### config.mk
export PLATFORM = sky130hd
export DESIGN_NAME = bin_to_bcd_seq
export DESIGN_NICKNAME = d
export VERILOG_FILES = /design/src/rtl/bin_to_bcd_pkg.sv /design/src/rtl/bcd_digit_adjust.sv /design/src/rtl/bin_to_bcd_seq.sv
export SDC_FILE = /design/constraint.sdc
export NUM_CORES = 1
export LEC_CHECK = 0
export ABC_AREA = 1
export BUFFER_PORTS_ARGS = -buffer_cell sky130_fd_sc_hd__buf_4
export CORE_MARGIN = 2
export CORE_UTILIZATION = 45
export CTS_CLUSTER_DIAMETER = 120
export DETAILED_ROUTE_END_ITERATION = 12
export PLACE_DENSITY = 0.68
export RECOVER_POWER = 25
export REMOVE_ABC_BUFFERS = 1
export SLEW_MARGIN = 20
export SYNTH_ARGS = -nofsm -noshare
export SYNTH_HDL_FRONTEND = slang
export SYNTH_HIERARCHICAL = 1
export SYNTH_SLANG_ARGS = --single-unit
### constraint.sdc
create_clock -name clk -period 1.15 [get_ports clk]
set_input_delay 0.0575 -clock clk [delete_from_list [all_inputs] [get_ports clk]]
set_output_delay 0.0575 -clock clk [all_outputs]
set_load 0.01 [all_outputs]
### src/rtl/bin_to_bcd_pkg.sv
// ---------------------------------------------------------------------------
// bin_to_bcd_pkg
// Shared definitions for the sequential binary-to-BCD converter.
//   state_t     : converter FSM states (idle, shifting, result latch).
//   nIntDigits  : number of BCD digits that can hold any w_bin-bit value.
// Ports: none (package).
// ---------------------------------------------------------------------------
package bin_to_bcd_pkg;

    typedef enum logic [1:0] {
        ST_IDLE  = 2'd0,
        ST_SHIFT = 2'd1,
        ST_DONE  = 2'd2
    } state_t;

    // Every 3 binary bits need at most one decimal digit, so rounding
    // w_bin/3 up always leaves enough room for the full converted value.
    function automatic int nIntDigits(input int wBin);
        return (wBin + 2) / 3;
    endfunction

endpackage

### src/rtl/bcd_digit_adjust.sv
// ---------------------------------------------------------------------------
// bcd_digit_adjust
// Double-dabble correction for one BCD nibble: a digit of 5 or more gets +3
// so that the following left shift carries correctly into the next digit.
// Ports:
//   i_nibble  in   4  BCD digit before correction
//   o_nibble  out  4  corrected digit (i_nibble+3 when i_nibble >= 5)
// ---------------------------------------------------------------------------
module bcd_digit_adjust (
    input  logic [3:0] i_nibble,
    output logic [3:0] o_nibble
);

    // Inputs are at most 9 in a valid conversion, so +3 never exceeds 4 bits.
    assign o_nibble = (i_nibble >= 4'd5) ? (i_nibble + 4'd3) : i_nibble;

endmodule

### src/rtl/bin_to_bcd_seq.sv
// ---------------------------------------------------------------------------
// bin_to_bcd_seq
// Iterative double-dabble converter, one binary bit per clock, feeding the
// seven-segment display driver. The result on number/dots is held stable
// between conversions.
// Parameters:
//   w_bin    width of the binary input
//   w_digit  BCD digits presented on number (must match the display driver)
// Ports:
//   clk        in   1            clock
//   rst        in   1            asynchronous active-high reset
//   in_valid   in   1            in_value is offered
//   in_ready   out  1            idle, accepts an input this cycle
//   in_value   in   w_bin        unsigned binary value
//   number     out  w_digit*4    packed BCD result, digit 0 in [3:0]
//   dots       out  w_digit      per-digit decimal point flags
//   out_valid  out  1            one-cycle pulse, number/dots just updated
// Build option:
//   BIN_TO_BCD_OVERFLOW_EN  when defined, all dots light if the value needs
//                           more than w_digit digits; otherwise dots stay 0
//                           and excess digits are dropped.
// ---------------------------------------------------------------------------
module bin_to_bcd_seq
    import bin_to_bcd_pkg::*;
#(
    parameter int w_bin   = 8,
    parameter int w_digit = 2
) (
    input  logic                 clk,
    input  logic                 rst,
    input  logic                 in_valid,
    output logic                 in_ready,
    input  logic [w_bin-1:0]     in_value,
    output logic [w_digit*4-1:0] number,
    output logic [w_digit-1:0]   dots,
    output logic                 out_valid
);

    localparam int N_INT = nIntDigits(w_bin);
    localparam int W_SCR = N_INT * 4 + w_bin;
    localparam int W_CNT = (w_bin > 1) ? $clog2(w_bin) : 1;

    state_t               r_state;
    logic [W_CNT-1:0]     r_count;
    logic [W_SCR-1:0]     r_scratch;
    logic [w_digit*4-1:0] r_number;
    logic [w_digit-1:0]   r_dots;
    logic                 r_outValid;

    logic [N_INT*4-1:0]   w_bcdAdj;
    logic [W_SCR-1:0]     w_adjusted;
    logic [w_digit*4-1:0] w_numberNext;

    // One correction unit per BCD digit of the scratch register; all digits
    // are corrected in parallel before the shift.
    for (genvar g = 0; g < N_INT; g++) begin : gAdjust
        bcd_digit_adjust uAdjust (
            .i_nibble (r_scratch[w_bin + 4*g +: 4]),
            .o_nibble (w_bcdAdj[4*g +: 4])
        );
    end

    assign w_adjusted = {w_bcdAdj, r_scratch[w_bin-1:0]};

    // Display digits come from the low scratch digits; any display digit
    // beyond what the converter produces is forced to zero.
    for (genvar g = 0; g < w_digit; g++) begin : gNumber
        if (g < N_INT) begin : gLive
            assign w_numberNext[4*g +: 4] = r_scratch[w_bin + 4*g +: 4];
        end else begin : gPad
            assign w_numberNext[4*g +: 4] = 4'd0;
        end
    end

`ifdef BIN_TO_BCD_OVERFLOW_EN
    logic w_overflow;

    // Overflow means a nonzero digit the display cannot show.
    if (N_INT > w_digit) begin : gOverflow
        assign w_overflow = |r_scratch[W_SCR-1 : w_bin + 4*w_digit];
    end else begin : gNoOverflow
        assign w_overflow = 1'b0;
    end
`endif

    // Handshake and result flags come straight from registers, so nothing
    // on the input side reaches an output combinationally.
    assign in_ready  = (r_state == ST_IDLE);
    assign number    = r_number;
    assign dots      = r_dots;
    assign out_valid = r_outValid;

    // Converter FSM: load on acceptance, w_bin adjust-and-shift steps, then
    // one cycle to latch the result and raise out_valid. Reset aborts any
    // conversion in flight without producing a pulse.
    always_ff @(posedge clk or posedge rst) begin
        if (rst) begin
            r_state    <= ST_IDLE;
            r_count    <= '0;
            r_scratch  <= '0;
            r_number   <= '0;
            r_dots     <= '0;
            r_outValid <= 1'b0;
        end else begin
            r_outValid <= 1'b0;
            case (r_state)
                ST_IDLE: begin
                    if (in_valid) begin
                        r_scratch <= {{(N_INT*4){1'b0}}, in_value};
                        r_count   <= W_CNT'(w_bin - 1);
                        r_state   <= ST_SHIFT;
                    end
                end
                ST_SHIFT: begin
                    r_scratch <= w_adjusted << 1;
                    if (r_count == '0) begin
                        r_state <= ST_DONE;
                    end else begin
                        r_count <= r_count - W_CNT'(1);
                    end
                end
                ST_DONE: begin
                    r_number <= w_numberNext;
`ifdef BIN_TO_BCD_OVERFLOW_EN
                    r_dots   <= {w_digit{w_overflow}};
`else
                    r_dots   <= '0;
`endif
                    r_outValid <= 1'b1;
                    r_state    <= ST_IDLE;
                end
                default: begin
                    r_state <= ST_IDLE;
                end
            endcase
        end
    end

endmodule

* Yosys cells after proc, flatten, opt, wreduce, memory -nomap -nowiden
Index checks and enable logic that the tools add are counted.
Widths: inputs -> output; s select.
** Word-level totals
- Register bits after elaboration :: 34
- Input bits :: 11
- Output and inout bits :: 12
** Cells by class
- Add/sub/neg operators :: 4
- Magnitude comparators :: 3
- Equality and inequality tests :: 5
- Multiplexer cells :: 12
- Reduce and logical (&&, ||, !) cells :: 6
** Operators with widths (count)
- $pmux 20 s2 :: 1
- $mux 20 :: 1
- $ge 4x3->1 const B :: 3
- $mux 3 :: 3
- $add 4x2->4 const B :: 2
- $mux 4 :: 2
- $ne 2x2->1 const B :: 3
- $pmux 3 s2 :: 1
- $mux 2 :: 2
- $pmux 2 s2 :: 1
- $reduce_and 2->1 :: 2
- $add 3x2->3 const B :: 1
- $logic_not 3->1 :: 1
- $reduce_and 3->1 :: 1
- $sub 3x1->3 const B :: 1
- $eq 2x1->1 const B :: 1
- $eq 2x2->1 const B :: 1
- $logic_not 2->1 :: 1
- $reduce_bool 2->1 :: 1
- $mux 1 :: 1

* Logic depth before layout (Yosys ltp)
Gate-level depths: netlist of run 1.
- Word-level depth :: 3
- Gate-level depth with buffers :: 9
- Depth with buffers taken out :: 9

* Cells and area by module
Netlist of run 1, hierarchy kept.
** By module, submodules not included
- bin_to_bcd_seq :: instances 1, cells an instance 154, area an instance 1332.5 um2, seq. area each 750.7 um2
- bcd_digit_adjust :: instances 2, cells an instance 23, area an instance 135.1 um2, seq. area each 0.0 um2

* Worst setup path before layout of run 1
OpenSTA, ideal clock, no wires.
- Path kind :: register -> register
- From :: register r_scratch[12]
- To :: register r_scratch[14]
- Setup time :: 0.126 ns
- Arrival time :: 1.089 ns
- Data required time :: 1.024 ns
- Path slack :: -0.065 ns
- Cell stages (with the launch flop) :: 9
- Path buffers :: 0
- Path through :: dfrtp_1 inv_1 ha_1 nor2_4 nor2_4 nand2_1 o21ai_2 nand2_1 o21ai_0
** Between the ends
- Longest elaborated chain between the ends :: 3
- Elaborated cells between the ends (all ways) :: 4
- Classes of those cells :: add/sub: 1; order compare: 1; mux: 2
** Ends and longest elaborated chain
- from (decl) :: line bin_to_bcd_seq.sv:45 : logic [W_SCR-1:0] r_scratch;
- from (signal assigned) :: line bin_to_bcd_seq.sv:109 : r_scratch <= {{(N_INT*4){1'b0}}, in_value};
- from (signal assigned) :: line bin_to_bcd_seq.sv:115 : r_scratch <= w_adjusted << 1;
- $add 4x2->4 or $ge 4x3->1 (tied branches) :: line bcd_digit_adjust.sv:15 : assign o_nibble = (i_nibble >= 4'd5) ? (i_nibble + 4'd3) : i_nibble;
- $mux 4 (*) :: line bcd_digit_adjust.sv:15
- net w_adjusted[13] :: line bin_to_bcd_seq.sv:51 : logic [W_SCR-1:0] w_adjusted;
- $pmux 20 s2 (*) :: line bin_to_bcd_seq.sv:106 : case (r_state)
Mark *: on every way through the listed nets, which the timed path passes. The rest lies on a longest branch.
A chain may end at the register's enable or synchronous reset.

* Worst setup path in the final report of run 1
- From :: register r_scratch[8]
- To :: register r_scratch[12]
Same word-level chain as after synthesis.

==> impl_results.md, run 1 <==
* CP max FO at 3
* Crit share post-route at 1.05
* Utilization of the core after routing at 0.648
* Setup crit start kind: register
* Ys Warns at 6
* Width of the die at 63.2 um
* CP Capture Type: register
* Max cap viols at 0
* RSZ-0062 raised after global routing: yes
* Nets at 260
* Worst Max-Slew Pin Slew at 0.743 ns
* Total gr overflow at 0
* Initial DRC Count at 58
* Die height at about 63 um
* DR vias/cell at 4.69
* HPWL Detailed at 2.09 mm
* Num rows at 21
* Average wire per standard cell at 11.8 um
* Min Clock Period, post-route at around 1.2 ns
* F_max at between 800 and 900 MHz
* Initial Utilization at 0.469
* Final setup violation count at 6
* Residual DRC at 0
* Post-synthesis instance total at 195
* Slew Viols, Final at 0
* Num Clock Sinks at 30
* Global-route usage over all layers at 0.180
* Routed WL at 3.43 mm
* Crit Path Class: register to register
* Final Hold Viols at 0
* Post-route ant nets at 0
* I/O pins at 23
* Layout Cells excl Fill at 290
* Vias in the first global route at 1304
* Clock Pin Slew Worst Setup and Hold Paths at 0.09 ns
* GP Congestion at 0.764
* N_diodes at 0
* Clock H-tree levels at 2
* Core Area at 3360 um2
* Initial antenna violation count at 0
* Cts bufs inserted at 5
* Fin Hold WS at 0.00246 ns
* Status: finished, violations left
* Power Density at 2680 nW/um2
* Dpl cells at 269
* Syn Std Cell Area at between 1500 and 2000 um2
* Worst slew margin at 0.505
* IO buf count at 20
* Largest net degree at the start of global routing at 31
* Failing checks: setup timing
* First-pass GRT wire length at 5.52 mm
* Drt pass-1 iters at 5
* Final setup margin at -0.0550 ns
* Max Root-Sink Buffers at 2
* Die area at 3990 um2
* Max IR drop VDD at 1570 uV
* Vias at ~1400
* Syn Area/Cell at 8.08 um2
* Skew-Pair Late Insertion Delay at around 0.33 ns
* Worst Hold Class: input port to register
* Crit path DAT at 1.46 ns
* Fin area at 2180 um2
* Area delta synth->final at 38.2%
* Worst path required time at 1.41 ns
* TritonCTS clock tree: yes
* Setup WS pre-CTS at -0.138 ns
* Cell area after placement at 1850 um2
* CTS root buf: clkbuf_4
* Layout cells sized above 1 at 0.365
* P_leak at approximately 1.1 nW
* FILL cells at 310
* Clock Skews at 0.00377 ns
==> layer usage <==
| layer | GRT usage | up-vias | wire length (um) | part of all wire |
|---|---|---|---|---|
| li1 | - | 702 | - | - |
| met1 | 0.210 | 623 | 1530 | 0.45 |
| met2 | 0.305 | 28 | 1720 | 0.50 |
| met3 | 0.0554 | 6 | 132 | 0.038 |
| met4 | 0.0761 | 0 | 53 | 0.015 |
| met5 | 0 | - | 0 | 0 |
==> registers in the layout (all words and copies together) (netlist names) <==
signal / flops
r_state: 2
r_scratch: 16
out_valid: 1
r_count: 3
number: 8
==> cells in the final DEF, fill, tap and decap left out, types with 2 or more instances in the layout <==
| cell | n |
|---|---|
| buf_4 | 34 |
| buf_6 | 6 |
| clkbuf_4 | 6 |
| clkbuf_8 | 3 |
| conb_1 | 2 |
| dfrtp_1 | 30 |
| dlygate4sd3_1 | 4 |
| ha_4 | 5 |
| inv_1 | 24 |
| inv_2 | 9 |
| nand2_1 | 49 |
| nand2_2 | 6 |
| nand2_4 | 4 |
| nand3_1 | 18 |
| nand4_1 | 3 |
| nor2_1 | 6 |
| nor2_4 | 5 |
| o21ai_0 | 13 |
| o21ai_1 | 6 |
| o21ai_2 | 3 |
==> metrics by stage <==
stage / setup TNS (ns) / power [W]
floorplan: -0.421 / 0.00352
global placement: -0.486 / 0.00438
detailed placement: -0.801 / 0.00445
CTS: -0.276 / 0.00549
global route: -1.12 / 0.00638
finish: -0.234 / 0.00585
==> worst paths after layout <==
| path | slack [ns] | endpoint | cells after the start | start |
|---|---|---|---|---|
| worst min-delay path | 0.002 | r_scratch[4] | 3 | in_value[4] |
| worst min register to register | 0.49 | r_scratch[2] | 2 | r_scratch[2] |
| worst max-delay path | -0.06 | r_scratch[12] | 7 | r_scratch[8] |
| max in group asynchronous | 0.19 | r_count[1] | 4 | rst |
| min in group asynchronous | 0.49 | number[3] | 4 | rst |
| worst max register to register | -0.06 | r_scratch[12] | 7 | r_scratch[8] |
==> worst max-delay path, cell delays in order, from the launching register on <==
cell and delay [ns]:
dfrtp_1 0.43, buf_4 0.15, buf_4 0.13, o21ai_1 0.13, nand2_1 0.08, a21oi_2 0.11
nand2_1 0.05, o21ai_0 0.06
==> power breakdown <==
part           internal [W]  switching (W)  total [W]
logic               0.00155        0.00170    0.00324
registers           0.00152       0.000300    0.00182
clock network      0.000417       0.000369   0.000786
total               0.00348        0.00236    0.00585
==> layout make-up <==
class	count	area, um2	area share
Inverter	34	130	0.0597
Multi-Input combinational cell	125	766	0.352
Clock buffer	8	78.8	0.0362
Timing Repair Buffer	47	395	0.182
Sequential cell	30	751	0.345
Tap cell	46	57.6	0.0264
==> what timing repair did <==
item | in CTS | in global routing
gates resized for setup | 19 | 27
setup buffers | 4 | 4
setup endpoints to repair | 10 | 26
hold buffers | 4 | 0
pin swaps | 13 | 12
cloned | 0 | 1
endpoints found under the hold margin | 32 | 0
Power figures use the tool's default switching activity.
==> inputs of run 2 (changes only) <==
- CTS_BUF_LIST: not set -> sky130_fd_sc_hd__clkbuf_8 sky130_fd_sc_hd__clkbuf_16
- SLEW_MARGIN: 20 -> not set
- SYNTH_HIERARCHICAL: 1 -> not set
==> run 2 against run 1 <==
  * Power up 4.4%
  * Clock skew grew 0.0035 ns
  * Sequential power up 3%
  * Synthesized cell count shrank 14%
  * Setup slack improved by 0.051 ns
  * Sequential share of layout area is 2.4 points higher
  * Clock-buffer cell count decreased by 2
  * First-iteration DRC count down 31%
  * The run still ends with setup timing left
  * Combinational power rose by 5%
==> impl_results.md, run 2 <==
* Status: finished, violations left
* Failing checks: setup timing
* CP Capture Type: register
* Final setup violation count at 1 (-5)
* Layout Cells excl Fill at 257 (-11%)
* Vias at 1268 (-6.7%)
* Number of synthesized flops with an enable pin at 0
* Initial antenna violation count at 0 (unchanged)
* Commonest non-fill, non-tap cell in the layout: nand2_1
* Nets at 229 (-12%)
* Initial Utilization at 0.482 (+0.0135)
* Commonest non-fill, non-tap cells in the layout: nand2_1, buf_4, dfrtp_1, inv_1, o21ai_2
* Crit path DAT at 1.33 ns (-0.13 ns)
* Commonest cells in the netlist: nand2_1, dfrtp_1, inv_1
* Layout cells sized above 1 at 0.441 (+0.0766)
* Residual DRC at 0 (unchanged)
* CTS root buf: clkbuf_8
* Crit Path Class: register to register
* HPWL Detailed at 2.01 mm (-4.0%)
* Skew-Pair Late Insertion Delay at 0.28 ns (-0.05 ns)
* R2R Setup Slk at -0.004 ns (+0.05 ns)
* Power Density at 2990 nW/um2 (+12%)
* Post-route ant nets at 0 (unchanged)
* Worst Hold Class: input port to register
* Worst slew margin at 0.503 (-0.00178)
* Syn Std Cell Area at 1500 um2 (-5.1%)
* Routed WL at 3.22 mm (-6.4%)
* Yosys reg bits at 30
* Synth area leaders: dfrtp_1, nand2_1, ha_1
* Min Clock Period, post-route at 1.15 ns (-0.0507 ns)
* Syn Area/Cell at 8.91 um2 (+10%)
* Core Area at 3100 um2 (-7.7%)
* Cell area after placement at 1750 um2 (-5.2%)
* Dpl cells at 239 (-11%)
* Clock Pin Slew Worst Setup and Hold Paths at 0.06 ns (-0.03 ns)
* GP Congestion at 0.814 (+6.6%)
* Max cap viols at 0 (unchanged)
* WHS Path Cells at 3 (unchanged)
* Fin area at 2040 um2 (-6.4%)
* Average wire per standard cell at 12.5 um (+5.6%)
* Largest net degree at the start of global routing at 31 (unchanged)
* Num Clock Sinks at 30 (unchanged)
* Initial DRC Count at 40 (-31%)
* Fraction of registers with async set or reset after synthesis at 1.00
* Post-synthesis instance total at 168 (-14%)
* Total negative slack at -0.00438 ns (+0.230 ns)
* Vias in the first global route at 1178 (-9.7%)
* Drt pass-1 iters at 4 (-1)
* Cts bufs inserted at 5 (unchanged)
* Hold EP: r_scratch[1]
* F_max at 866 MHz (+4.4%)
* DR vias/cell at 4.93 (+5.3%)
* Crit share post-route at 1.00 (-0.0441)
* N_diodes at 0 (unchanged)
* RR Startpoint: r_scratch[8]
* Final Hold Viols at 0 (unchanged)
* Synth Flop Type: dfrtp_1
* Final setup margin at -0.00438 ns (+0.0507 ns)
* Slew Viols, Final at 0 (unchanged)
* Synth unique cells at 21
* Top cell type's share of synthesized area at 0.502
* Max IR drop VDD at 1850 uV (+18%)
* Seq/Total Area, Yosys at 0.502
* Setup WS pre-CTS at -0.190 ns (-0.0512 ns)
* Global-route usage over all layers at 0.189 (+0.00975)
* Die height at 61.7 um (-2.4%)
* Width of the die at 61.7 um (-2.4%)
* Die area at 3800 um2 (-4.8%)
* CP max FO at 4 (+1)
* FILL cells at 257 (-17%)
* Yosys top cell by area: dfrtp_1
* Worst reg2reg path endpoint: r_scratch[10]
* Area delta synth->final at 36.2%
* Clock Skews at 0.00727 ns (+0.00350 ns)
* R2R depth at 8 (+1)
* Setup crit start kind: register
* I/O pins at 23 (unchanged)
* TritonCTS clock tree: yes
* Fin Hold WS at 0.0196 ns (+0.0171 ns)
* Num rows at 20 (-4.8%)
* Max Root-Sink Buffers at 2 (unchanged)
* First-pass GRT wire length at 5.04 mm (-8.6%)
* Max reg flops at 16 (unchanged)
* Ys Warns at 0 (-6)
* RSZ-0062 raised after global routing: yes
* Total gr overflow at 0 (unchanged)
* Most frequent cell after synthesis: nand2_1
* Hold path start: in_value[1]
* Clock H-tree levels at 2 (unchanged)
* P_leak at 1.04 nW (-8.9%)
* Worst Max-Slew Pin Slew at 0.746 ns (+0.00267 ns)
* Worst path required time at 1.32 ns (-0.09 ns)
* Most flop-heavy register: r_scratch
* IO buf count at 20 (unchanged)
## run 2: changes by cell type in the layout (fill, tap and decap cells not counted), moves of 3 or more
cell	previous run	this run
buf_4	34	37
buf_6	6	0
clkbuf_4	6	1
clkbuf_8	3	6
inv_1	24	11
nand2_1	49	43
nand2_4	4	1
nand3_1	18	7
nor2_1	6	3
o211ai_1	0	7
o21ai_0	13	5
o21ai_1	6	1
o21ai_2	3	9
or2_2	0	7
## run 2: kinds of logic after synthesis
logic type	share of synthesized area
other	0.00251
flip-flops	0.502
buffers and inverters	0.0903
AO/OA/AOI/OAI	0.119
AND/OR/NAND/NOR	0.237
adder cells (fa/ha/maj)	0.0502
## run 2: worst max-delay path by stage
stage                  from             to  slack [ns]  depth (start not counted)
3_5_place_dp     r_count[0]     r_count[2]       -0.19                          6
5_1_grt        r_scratch[8]  r_scratch[10]       -0.08                          8
3_3_place_gp     r_count[0]     r_count[1]       -0.06                          6
6_report       r_scratch[8]  r_scratch[10]      -0.004                          8
2_1_floorplan    r_state[0]   r_scratch[1]       -0.08                          6
4_1_cts          r_count[0]     r_count[2]      -0.005                          6
## run 2: report_power, final
| group | internal (W) | switching [W] |
|---|---|---|
| combinational | 0.00161 | 0.00178 |
| sequential | 0.00155 | 0.000321 |
| clock | 0.000472 | 0.000376 |
## run 2: cell type report
type,count,area [um2],share of cell area
timing repair buffer,42,330,0.162
multi-input combinational,112,723,0.355
tap,44,55.1,0.0270
clock buffer,6,82.6,0.0405
sequential,30,752,0.369
clock inverter,2,8.76,0.00430
inverter,21,86.3,0.0424
## run 2: repair_timing
item / CTS / global route
setup buffers: 4 / 4
pin swaps: 5 / 6
resized for setup: 20 / 20
endpoints found under the hold margin: 31 / 0
setup endpoints to repair: 17 / 26
hold buffers: 2 / 0
## run 2: per-layer routing
layer,GRT usage,part of all wire
met1,0.211,0.43
met2,0.316,0.49
met3,0.0714,0.062
met4,0.0942,0.017
met5,0,0
## run 2: through the flow
stage	power, W	utilization
after CTS	0.00575	0.629
after global routing	0.00664	0.657
after floorplan	0.00352	-
after detailed placement	0.00454	0.565
final	0.00610	0.657
after global placement	0.00438	0.565
## run 2: worst max-delay path, cell delays in order (launching register included)
cell     delay, ns
dfrtp_1       0.43
inv_2         0.08
ha_4          0.17
inv_4         0.06
nand2_4       0.06
nand3_2       0.07
nand2_1       0.05
nand3_1       0.07
nand2_1       0.05
